--- src/rtl/mux_8x1_if.sv ---
`default_nettype none
// ============================================================================
// Module : mux_8x1_if
// Brief  : Data, select and qualifier bundle for the 8:1 lane multiplexer.
// Rev    : 1.0 - initial release
// ============================================================================
interface mux_8x1_if #(
    parameter int DATA_W = 1
);
    logic [8*DATA_W-1:0] in;
    logic [2:0]          sel;
    logic                en;
    logic [DATA_W-1:0]   out;
    logic                out_valid;
    logic [7:0]          sel_onehot;

    modport master (
        output in, sel, en,
        input  out, out_valid, sel_onehot
    );

    modport slave (
        input  in, sel, en,
        output out, out_valid, sel_onehot
    );
endinterface
`default_nettype wire

--- src/rtl/mux_8x1.sv ---
`default_nettype none
// ============================================================================
// Module : mux_8x1
// Brief  : Eight-lane selector with optional output register and one-hot tag.
// Rev    : 1.0 - initial release
// ============================================================================
module mux_8x1 #(
    parameter int DATA_W  = 1,
    parameter bit REG_OUT = 1'b1
) (
    input  logic       clk,
    input  logic       rst_n,
    mux_8x1_if.slave   bus
);

    logic [DATA_W-1:0] w_lanes [8];
    logic [DATA_W-1:0] w_lane;
    logic [7:0]        w_onehot;

    for (genvar k = 0; k < 8; k++) begin : g_lane
        assign w_lanes[k] = bus.in[k*DATA_W +: DATA_W];
    end

    always_comb begin
        w_lane   = w_lanes[bus.sel];
        w_onehot = 8'b0000_0001 << bus.sel;
    end

    if (REG_OUT) begin : g_reg
        logic [DATA_W-1:0] out_q,    out_d;
        logic [7:0]        onehot_q, onehot_d;
        logic              valid_q,  valid_d;

        // Data and tag hold while en is low; only the valid flag drops.
        always_comb begin
            out_d    = out_q;
            onehot_d = onehot_q;
            valid_d  = bus.en;
            if (bus.en) begin
                out_d    = w_lane;
                onehot_d = w_onehot;
            end
        end

        always_ff @(posedge clk or negedge rst_n) begin
            if (!rst_n) begin
                out_q    <= '0;
                onehot_q <= '0;
                valid_q  <= 1'b0;
            end else begin
                out_q    <= out_d;
                onehot_q <= onehot_d;
                valid_q  <= valid_d;
            end
        end

        assign bus.out        = out_q;
        assign bus.sel_onehot = onehot_q;
        assign bus.out_valid  = valid_q;
    end else begin : g_comb
        // Reset only masks the qualifier; the data path stays live.
        assign bus.out        = w_lane;
        assign bus.sel_onehot = w_onehot;
        assign bus.out_valid  = bus.en & rst_n;
    end

endmodule
`default_nettype wire

--- src/flat_wrapper.sv ---
// flat-port wrapper written by rule: the top's interface ports become plain ports
module mux_8x1_flat 
#(
    parameter int DATA_W  = 1,
    parameter bit REG_OUT = 1'b1
)
  (clk, rst_n, bus_in, bus_sel, bus_en, bus_out, bus_out_valid, bus_sel_onehot);
  mux_8x1_if #(.DATA_W(DATA_W)) bus_i ();
  input  logic clk;
  input  logic rst_n;
  input wire logic [$bits(bus_i.in)-1:0] bus_in;
  input wire logic [$bits(bus_i.sel)-1:0] bus_sel;
  input wire logic [$bits(bus_i.en)-1:0] bus_en;
  output wire logic [$bits(bus_i.out)-1:0] bus_out;
  output wire logic [$bits(bus_i.out_valid)-1:0] bus_out_valid;
  output wire logic [$bits(bus_i.sel_onehot)-1:0] bus_sel_onehot;
  assign bus_i.in = bus_in;
  assign bus_i.sel = bus_sel;
  assign bus_i.en = bus_en;
  assign bus_out = bus_i.out;
  assign bus_out_valid = bus_i.out_valid;
  assign bus_sel_onehot = bus_i.sel_onehot;
  mux_8x1 #(.DATA_W(DATA_W), .REG_OUT(REG_OUT)) u_core (.clk(clk), .rst_n(rst_n), .bus(bus_i));
endmodule
--- config.mk ---
export PLATFORM = sky130hd
export DESIGN_NAME = mux_8x1_flat
export DESIGN_NICKNAME = d
export VERILOG_FILES = /design/src/rtl/mux_8x1_if.sv /design/src/rtl/mux_8x1.sv /design/src/flat_wrapper.sv
export SDC_FILE = /design/constraint.sdc
export NUM_CORES = 1
export LEC_CHECK = 0
export CAP_MARGIN = 20
export CELL_PAD_IN_SITES_DETAIL_PLACEMENT = 1
export CELL_PAD_IN_SITES_GLOBAL_PLACEMENT = 1
export CORE_AREA = 5 5 42 44
export DETAILED_ROUTE_END_ITERATION = 16
export DIE_AREA = 0 0 47 49
export DONT_BUFFER_PORTS = 1
export PLACE_DENSITY = 0.61
export SLEW_MARGIN = 10
export SYNTH_ARGS = -nofsm -noshare
export SYNTH_HDL_FRONTEND = slang
export SYNTH_SLANG_ARGS = --single-unit
--- constraint.sdc ---
create_clock -name clk -period 1.4 [get_ports clk]
set_input_delay 0.28 -clock clk [delete_from_list [all_inputs] [get_ports clk]]
set_output_delay 0.28 -clock clk [all_outputs]
set_load 0.03 [all_outputs]
* Word level (Yosys, flattened, before mapping) *
Index checks and enable logic that the tools add are counted.

word-level totals
  flip-flop bits (word level) = 10
  output and inout port bits = 10
  logic and storage cells = 9

cells by class
  mux-type cells = 3
  bitwise operators = 1
  shifts and indexed selects = 1
  order comparisons = 1

operators with widths
  operator               number
  $shl A1 B3 Y8 const A  1
  $ge A4 B4 Y1 const B   1
  $not A3 Y4             1
  $bmux W1 S3            1
  $mux W1                2

* Depth between registers and ports, before layout *
Gate-level depths: netlist of the first run.

  word-level depth = 4
  mapped depth = 4
  mapped depth without buffers = 3

* Worst setup path before layout of the first run *
Ideal clock, no wire load.

  path type = in2reg
  start = in bus_sel[1]
  end = reg u_core.g_reg.out_q, in the netlist u_core.bus.out
  path buffers = 1
  cell stages on the path = 4
  setup slack = 0.331 ns
  data arrival time = 0.940 ns
  cells stage by stage = buf_6 mux2_1 o22ai_1 o41ai_2

on the way
  cells in the longest elaborated chain, start to end = 4

RTL lines
  element                                     RTL line            RTL
  from (decl)                                 flat_wrapper.sv:12  input wire logic [$bits(bus_i.sel)-1:0] bus_sel;
  $not A3 Y4 (implied by the code)            mux_8x1.sv:25       w_lane = w_lanes[bus.sel];
  $bmux W1 S3                                 mux_8x1.sv:25
  $mux W1 (implied by the code) (2 in a row)  mux_8x1.sv:25
  to (signal assigned)                        mux_8x1.sv:51       out_q <= out_d;
  to (decl)                                   mux_8x1.sv:30       logic [DATA_W-1:0] out_q, out_d;

No other way between the ends. The select of a mux whose other input is x is not followed.
A chain may end at the register's enable or synchronous reset.

* Final worst setup path of the first run *
  start = reg u_core.g_reg.onehot_q[5], in the netlist u_core.bus.sel_onehot[5]
  end = out bus_sel_onehot[5]

RTL lines
  element                 RTL line            RTL
  from (decl)             mux_8x1.sv:31       logic [7:0] onehot_q, onehot_d;
  from (signal assigned)  mux_8x1.sv:52       onehot_q <= onehot_d;
  to (decl)               flat_wrapper.sv:16  output wire logic [$bits(bus_i.sel_onehot)-1:0] bus_sel_onehot;

No word-level cell between the ends.

==> results.yml, run 1 <==
worst_setup_path:
  worst_setup_path_start_kind: "flop"
  worstPathMaxFanout: 2
  cp-end-kind: "primary output"
  crit_arrival_ps: 790
  critical_path_required_ps: 1120
  crit_type: "reg2out"
floorplan:
  die_y_um: 49
  std_cell_rows: 14
  start_util: 0.3205
  die_area_um2: 2303
  ios: 24
  core_um2: 1401
  fp.dieW_um: 47
sta:
  fin_crit_sh: 0.7664
  drv_slew: 0
  slew_headroom: 0.7026
  tightest_slew_ps: 444.6
  fmax_mhz: 932.0
  hold_viol: 0
  setup_viol: 0
  fin_crit_ps: 1073
  tns_ps: 0
  rsz0062_at_grt: "false"
  finClkSkew_ps: 0
drt:
  drt-total-wl_mm: 1.090
  drc: 0
  viasPerCell: 5.446
  via_count: 305
  wl_per_cell_um: 19.46
  drt_iter0_drc: 2
  ant_nets: 0
  first_pass_iters: 2
logic_synthesis:
  synth.cell_area_um2: 449.2
  syn_area_per_cell_um2: 12.48
  synthAdderAreaFrac: 0
  muxShareOfSynthArea: 0.05014
  synth_compound_area_frac: 0.2451
  synthXorXnorAreaFrac: 0
  synthSimpleGateAreaFrac: 0.09749
  ys_ff_latch: 10
  synth_nets: 50
  ys_types: 14
  ys_warn_count: 0
  synth_top_family_by_area: "compound AO/OA/AOI/OAI gates"
  ys_seq_area_frac: 0.5571
  synth_cells: 36
clocking:
  hold_buffers: 1
  clk_pin_slew_ps: 60
  htree_levels: 1
  cts_root_buffer: "clkbuf_4"
  clock_latency_ps: 260
  clkSinkCount: 10
  cts-resized-gates: 0
  tritoncts: "yes"
  cts_setup_buffers: 0
  cts_buffers: 3
  clk_path_buf_depth: 2
layout:
  diodes: 0
  n_fill_cell: 157
  layout.nets: 55
  drive_gt1_frac: 0.1250
  final_core_util: 0.3598
  syn_to_final_growth_pct: 12.26
job:
  maxCapViolCount: 0
place:
  io_buffer_count: 0
  place_congestion: 0.7570
  dpl.hpwl_um: 894
pwr:
  vdd_drop_max_uv: 532.5
  cellLeakagePower_nw: 0.2131
  power_uw: 664.0
  power_density_nw_per_um2: 1317
grt:
  antenna_found_initial: 0
  grt_pass1_vias: 343
  grt_max_degree: 11
  gr-total-overflow: 0
  grt_pass1_wl_mm: 1.600
  grtUsageTotal: 0.1005
status:
  status: "completed"
worst_hold_path:
  hold_class: "in2reg"
-- cells by family (layout without fill, tap and decap cells) --
| kind of cell | after synthesis | count (layout) |
|---|---|---|
| buffers and inverters | 4 | 8 |
| multiplexers | 2 | 2 |
| AO/OA/AOI/OAI | 12 | 12 |
| flip-flops | 10 | 10 |
| AND/OR/NAND/NOR | 8 | 8 |
-- cells in the final DEF (no fill, tap or decap), types with 2 or more instances in the layout --
| master | netlist | final |
|---|---|---|
| clkbuf_4 | 0 | 3 |
| nand2_1 | 3 | 3 |
| nand2b_1 | 3 | 3 |
| o2bb2ai_1 | 6 | 6 |
| inv_1 | 3 | 3 |
| mux2_1 | 2 | 2 |
| dfrtp_1 | 10 | 10 |
| o32ai_1 | 2 | 2 |
-- where the power goes --
part | leakage [nW] | switching (mW) | internal (mW)
combinational | 0.0607 | 0.0287 | 0.0237
clock | 0.0210 | 0.0969 | 0.158
sequential | 0.131 | 0.0502 | 0.307
-- flip-flops by register name (all words and copies together) (netlist names) --
register               flops
u_core.bus.out             1
u_core.bus.out_valid       1
u_core.bus.sel_onehot      8
-- cell usage after synthesis --
cell type | count | area [um2]
nor2b_1 | 1 | 6.260
and2b_1 | 1 | 7.510
a211oi_1 | 1 | 7.510
o41ai_2 | 1 | 16.27
o32ai_1 | 2 | 17.52
inv_1 | 3 | 11.26
nand2_1 | 3 | 11.26
nand2b_1 | 3 | 18.77
mux2_1 | 2 | 22.52
o2bb2ai_1 | 6 | 52.55
o22ai_1 | 1 | 6.260
dfrtp_1 | 10 | 250.2
a2111oi_1 | 1 | 10.01
buf_6 | 1 | 11.26
-- final cells by class --
cell class              count  area [um2]  area share
inverters                   3       11.26     0.02233
multi-input cells          22       176.4      0.3499
repair buffers              1       10.01     0.01985
clock buffers               4       36.28     0.07196
well taps                  16       20.02     0.03970
flip-flops and latches     10       250.2      0.4963
-- per-layer routing --
| layer | track usage | wire, um |
|---|---|---|
| met1 | 0.1096 | 397 |
| met2 | 0.1493 | 510 |
| met3 | 0.06642 | 172 |
| met4 | 0.04147 | 10 |
| met5 | 0 | 0 |
-- worst paths after layout --
check | startpoint | endpoint | slack [ps] | cells past startpoint
setup / recovery | u_core.bus.sel_onehot[5] | bus_sel_onehot[5] | 330 | 0
min in group asynchronous | rst_n | u_core.bus.sel_onehot[7] | 390 | 1
hold / removal | bus_en | u_core.bus.out_valid | 40 | 0
hold reg to reg | u_core.bus.sel_onehot[6] | u_core.bus.sel_onehot[6] | 710 | 1
max in group asynchronous | rst_n | u_core.bus.out_valid | 700 | 1
setup reg to reg | u_core.bus.sel_onehot[0] | u_core.bus.sel_onehot[0] | 540 | 2
-- per-stage QoR --
| step | worst slack, ps | instance area, um2 | instances | hold WS (ps) |
|---|---|---|---|---|
| 2_1_floorplan | 330.7 | 449.2 | 36 | -15.59 |
| 3_3_place_gp | 361.6 | 457.9 | 51 | -15.33 |
| 3_5_place_dp | 317.0 | 457.9 | 51 | -15.35 |
| 4_1_cts | 311.9 | 504.2 | 56 | 39.38 |
| 5_1_grt | 298.4 | 504.2 | 56 | 31.50 |
| 6_report | 327.0 | 504.2 | 56 | 43.73 |
Power figures use the tool's default switching activity.
==> run 2, diff against run 1 <==
clock period = 1.1 ns   (was 1.4 ns; I/O delays follow)
==> run 2 against run 1 <==
Compared with the run above: flip-flop and latch count stayed put; power is 14% higher; first-iteration DRC count is 100% higher; hold slack better by 17 ps; core utilization is 0.80 points higher; wire length is 1.9% lower; critical path depth is 1 higher; register-to-register slack worse by 280 ps; cell area is 2.2% higher.
==> results.yml, run 2 (synthesized netlist as in run 1, its figures left out) <==
drt:
  wl_per_cell_um: 18.43
  drt_iter0_drc: 4
  viasPerCell: 5.431
  ant_nets: 0
  via_count: 315
  first_pass_iters: 3
  drt-total-wl_mm: 1.069
  drc: 0
sta:
  tightest_slew_ps: 441.7
  finClkSkew_ps: 0
  hold_viol: 0
  fin_crit_ps: 1015
  tns_ps: 0
  drv_slew: 0
  fmax_mhz: 985.1
  rsz0062_at_grt: "false"
  setup_viol: 0
  slew_headroom: 0.7045
  fin_crit_sh: 0.9228
clocking:
  cts_root_buffer: "clkbuf_4"
  cts_buffers: 3
  hold_buffers: 2
  clk_pin_slew_ps: 60
  clk_path_buf_depth: 2
  cts-resized-gates: 0
  clkSinkCount: 10
  htree_levels: 1
  cts_setup_buffers: 0
  clock_latency_ps: 250
  tritoncts: "yes"
layout:
  final_cell_area_um2: 515.5
  largest_register_ffs: 8
  syn_to_final_growth_pct: 14.76
  drive_gt1_frac: 0.1429
  final_core_util: 0.3679
  layout.nets: 58
  layout_commonest_cell: "dfrtp_1"
  diodes: 0
  final_cell_mix: "dfrtp_1 (10), o2bb2ai_1 (6)"
job:
  maxCapViolCount: 0
status:
  status: "completed"
worst_setup_path:
  slowest_stage: "dfrtp_1"
  crit_cells: 1
  worst_setup_path_start_kind: "flop"
  worstPathMaxFanout: 2
  cpPeakStageDelay_ps: 380
  critical_path_required_ps: 880
  crit_arrival_ps: 800
  ff2ff_path_depth: 2
  cpLargestDelayFamily: "flip-flops"
  path_buf_inv: 1
  crit_type: "reg2out"
  cp-end-kind: "primary output"
  crit_chain: "buf_4"
grt:
  grt_pass1_vias: 366
  antenna_found_initial: 0
  grtUsageTotal: 0.1069
  gr-total-overflow: 0
  grt_pass1_wl_mm: 1.704
  grt_max_degree: 11
pwr:
  power_uw: 756.6
  vdd_drop_max_uv: 532.7
  power_density_nw_per_um2: 1468
  cellLeakagePower_nw: 0.2207
floorplan:
  start_util: 0.3205
  die_area_um2: 2303
  die_y_um: 49
  ios: 24
  fp.dieW_um: 47
  core_um2: 1401
  std_cell_rows: 14
worst_hold_path:
  hold_class: "in2reg"
  hold_depth: 1
place:
  place_congestion: 0.7601
  io_buffer_count: 0
  dpl.hpwl_um: 864.1
  place_area_um2: 473.0
## run 2: cell type report
class | instances | area (um2)
multi-input cells | 22 | 176.4
inverters | 3 | 11.26
flip-flops and latches | 10 | 250.2
well taps | 16 | 20.02
clock buffers | 3 | 22.52
repair buffers | 4 | 35.03
fillers | 163 | 885.9
## run 2: path summary, 6_finish.rpt
kind / slack [ps] / startpoint / end
hold reg to reg: 540 / u_core.bus.sel_onehot[2] / u_core.bus.sel_onehot[2]
setup / recovery: 80 / u_core.bus.sel_onehot[2] / bus_sel_onehot[2]
hold / removal: 60 / bus_en / u_core.bus.sel_onehot[2]
max in group asynchronous: 450 / rst_n / u_core.bus.out_valid
setup reg to reg: 260 / u_core.bus.out / u_core.bus.out
min in group asynchronous: 350 / rst_n / u_core.bus.sel_onehot[5]
## run 2: metrics by stage
stage,cells,hold slack (ps),setup WS (ps)
after floorplan,36,-75.59,90.74
after global placement,53,-75.33,121.7
after detailed placement,53,-75.42,51.25
after CTS,58,51.66,69.20
after global routing,58,37.75,40.89
final,58,61.16,84.90
## run 2: where the power goes
part	leakage (nW)	total, mW	switching, mW	internal, mW
clock	0.0138	0.228	0.103	0.125
sequential	0.131	0.444	0.0537	0.391
combinational	0.0754	0.0844	0.0466	0.0378
total	0.221	0.757	0.203	0.554
## run 2: routing by layer
metal / vias to the layer above / track usage / wire [um]
li1: 150 / - / -
met1: 151 / 0.1187 / 376
met2: 14 / 0.1652 / 549
met3: 0 / 0.04797 / 142
met4: 0 / 0.05530 / 0
met5: - / 0 / 0
==> run 3, diff against run 2 <==
CTS_BUF_LIST = sky130_fd_sc_hd__clkbuf_16   (was not set)
==> run 3 against run 2 <==
Compared with the run above: via count grew 1.3%; register-to-register slack is essentially flat; sequential power is essentially flat; clock skew is the same; hold slack lost 47 ps; die area is the same; clock power grew to 2.7 times the previous value.
==> results.yml, run 3 (synthesized netlist as in run 1, its figures left out) <==
worst_hold_path:
  hold_class: "in2reg"
clocking:
  clkSinkCount: 10
  htree_levels: 1
  clock_latency_ps: 230
  clk_path_buf_depth: 2
  clk_pin_slew_ps: 40
  cts_root_buffer: "clkbuf_16"
  cts_buffers: 3
  tritoncts: "yes"
floorplan:
  die_area_um2: 2303
  std_cell_rows: 14
  fp.dieW_um: 47
  core_um2: 1401
  ios: 24
  start_util: 0.3205
  die_y_um: 49
worst_setup_path:
  crit_type: "reg2out"
  critical_path_required_ps: 880
  r2r_slack_ps: 260
  cp-end-kind: "primary output"
  worst_setup_path_start_kind: "flop"
  path_buf_inv: 1
  slowest_stage: "dfrtp_1"
  worstPathMaxFanout: 2
  cpLargestDelayFamily: "flip-flops"
  crit_chain: "buf_4"
  crit_arrival_ps: 780
  cpPeakStageDelay_ps: 380
grt:
  grt_max_degree: 11
  grt_pass1_vias: 368
  gr-total-overflow: 0
  grtUsageTotal: 0.1105
  antenna_found_initial: 0
  grt_pass1_wl_mm: 1.690
layout:
  final_cell_mix: "dfrtp_1 (10), o2bb2ai_1 (6)"
  diodes: 0
  final_core_util: 0.3982
  largest_register_ffs: 8
  layout.nets: 57
  final_cell_count_no_fill: 57
  drive_gt1_frac: 0.1463
  layout_commonest_cell: "dfrtp_1"
  syn_to_final_growth_pct: 24.23
sta:
  finClkSkew_ps: 0
  slew_headroom: 0.7014
  hold_viol: 0
  tightest_slew_ps: 446.4
  fmax_mhz: 999.4
  fin_crit_ps: 1001
  drv_slew: 0
  rsz0062_at_grt: "false"
  hold_ws_ps: 13.75
  tns_ps: 0
  setup_viol: 0
  fin_crit_sh: 0.9096
drt:
  wl_per_cell_um: 19.19
  via_count: 319
  drt_iter0_drc: 4
  ant_nets: 0
  drc: 0
  first_pass_iters: 3
  drt-total-wl_mm: 1.094
  viasPerCell: 5.596
place:
  io_buffer_count: 0
  dpl.cell_count: 53
  dpl.hpwl_um: 864.1
  place_congestion: 0.7601
pwr:
  vdd_drop_max_uv: 1042
  power_density_nw_per_um2: 2055
  cellLeakagePower_nw: 0.2397
status:
  status: "completed"
job:
  maxCapViolCount: 0
==> run 3: cell count changes in the layout (fill, tap and decap cells not counted) <==
| cell | delta |
|---|---|
| dlygate4sd3_1 | -1 |
| clkbuf_4 | -3 |
| clkbuf_16 | +3 |
==> run 3: worst paths after layout <==
check                           cells after the start                  endpoint                      from
worst max-delay path                                1         bus_sel_onehot[0]  u_core.bus.sel_onehot[0]
min in group asynchronous                           1  u_core.bus.sel_onehot[3]                     rst_n
worst min-delay path                                0      u_core.bus.out_valid                    bus_en
worst min register to register                      2  u_core.bus.sel_onehot[2]  u_core.bus.sel_onehot[2]
worst max register to register                      2            u_core.bus.out            u_core.bus.out
max in group asynchronous                           1      u_core.bus.out_valid                     rst_n
==> run 3: through the flow <==
stage / instance area (um2) / total power, mW / setup WS, ps
floorplan: 449.2 / 0.5091 / 90.74
global placement: 473.0 / 0.5220 / 121.7
detailed placement: 473.0 / 0.5260 / 51.25
CTS: 558.0 / 1.160 / 92.79
global route: 558.0 / 1.195 / 78.92
finish: 558.0 / 1.147 / 99.41
==> run 3: timing repair <==
action	CTS	global route
resized for setup	0	0
hold buffers	1	0
buffers inserted	0	0
hold endpoints to repair	10	0
==> run 3: layout make-up <==
type                            count  area (um2)
Multi-Input combinational cell     22       176.4
Sequential cell                    10       250.2
Fill cell                         161       843.3
Inverter                            3       11.26
Clock buffer                        3       75.07
Tap cell                           16       20.02
Timing Repair Buffer                3       25.02
==> run 3: report_power, final <==
part	switching, mW	leakage [nW]	total, mW	internal [mW]
clock network	0.149	0.0370	0.618	0.469
logic	0.0467	0.0713	0.0821	0.0354
registers	0.0540	0.131	0.447	0.393
==> run 3: layer usage <==
layer,share of wire,global-route usage
met3,0.14,0.04797
met2,0.47,0.1674
met4,0.031,0.08295
met1,0.36,0.1142
met5,0,0
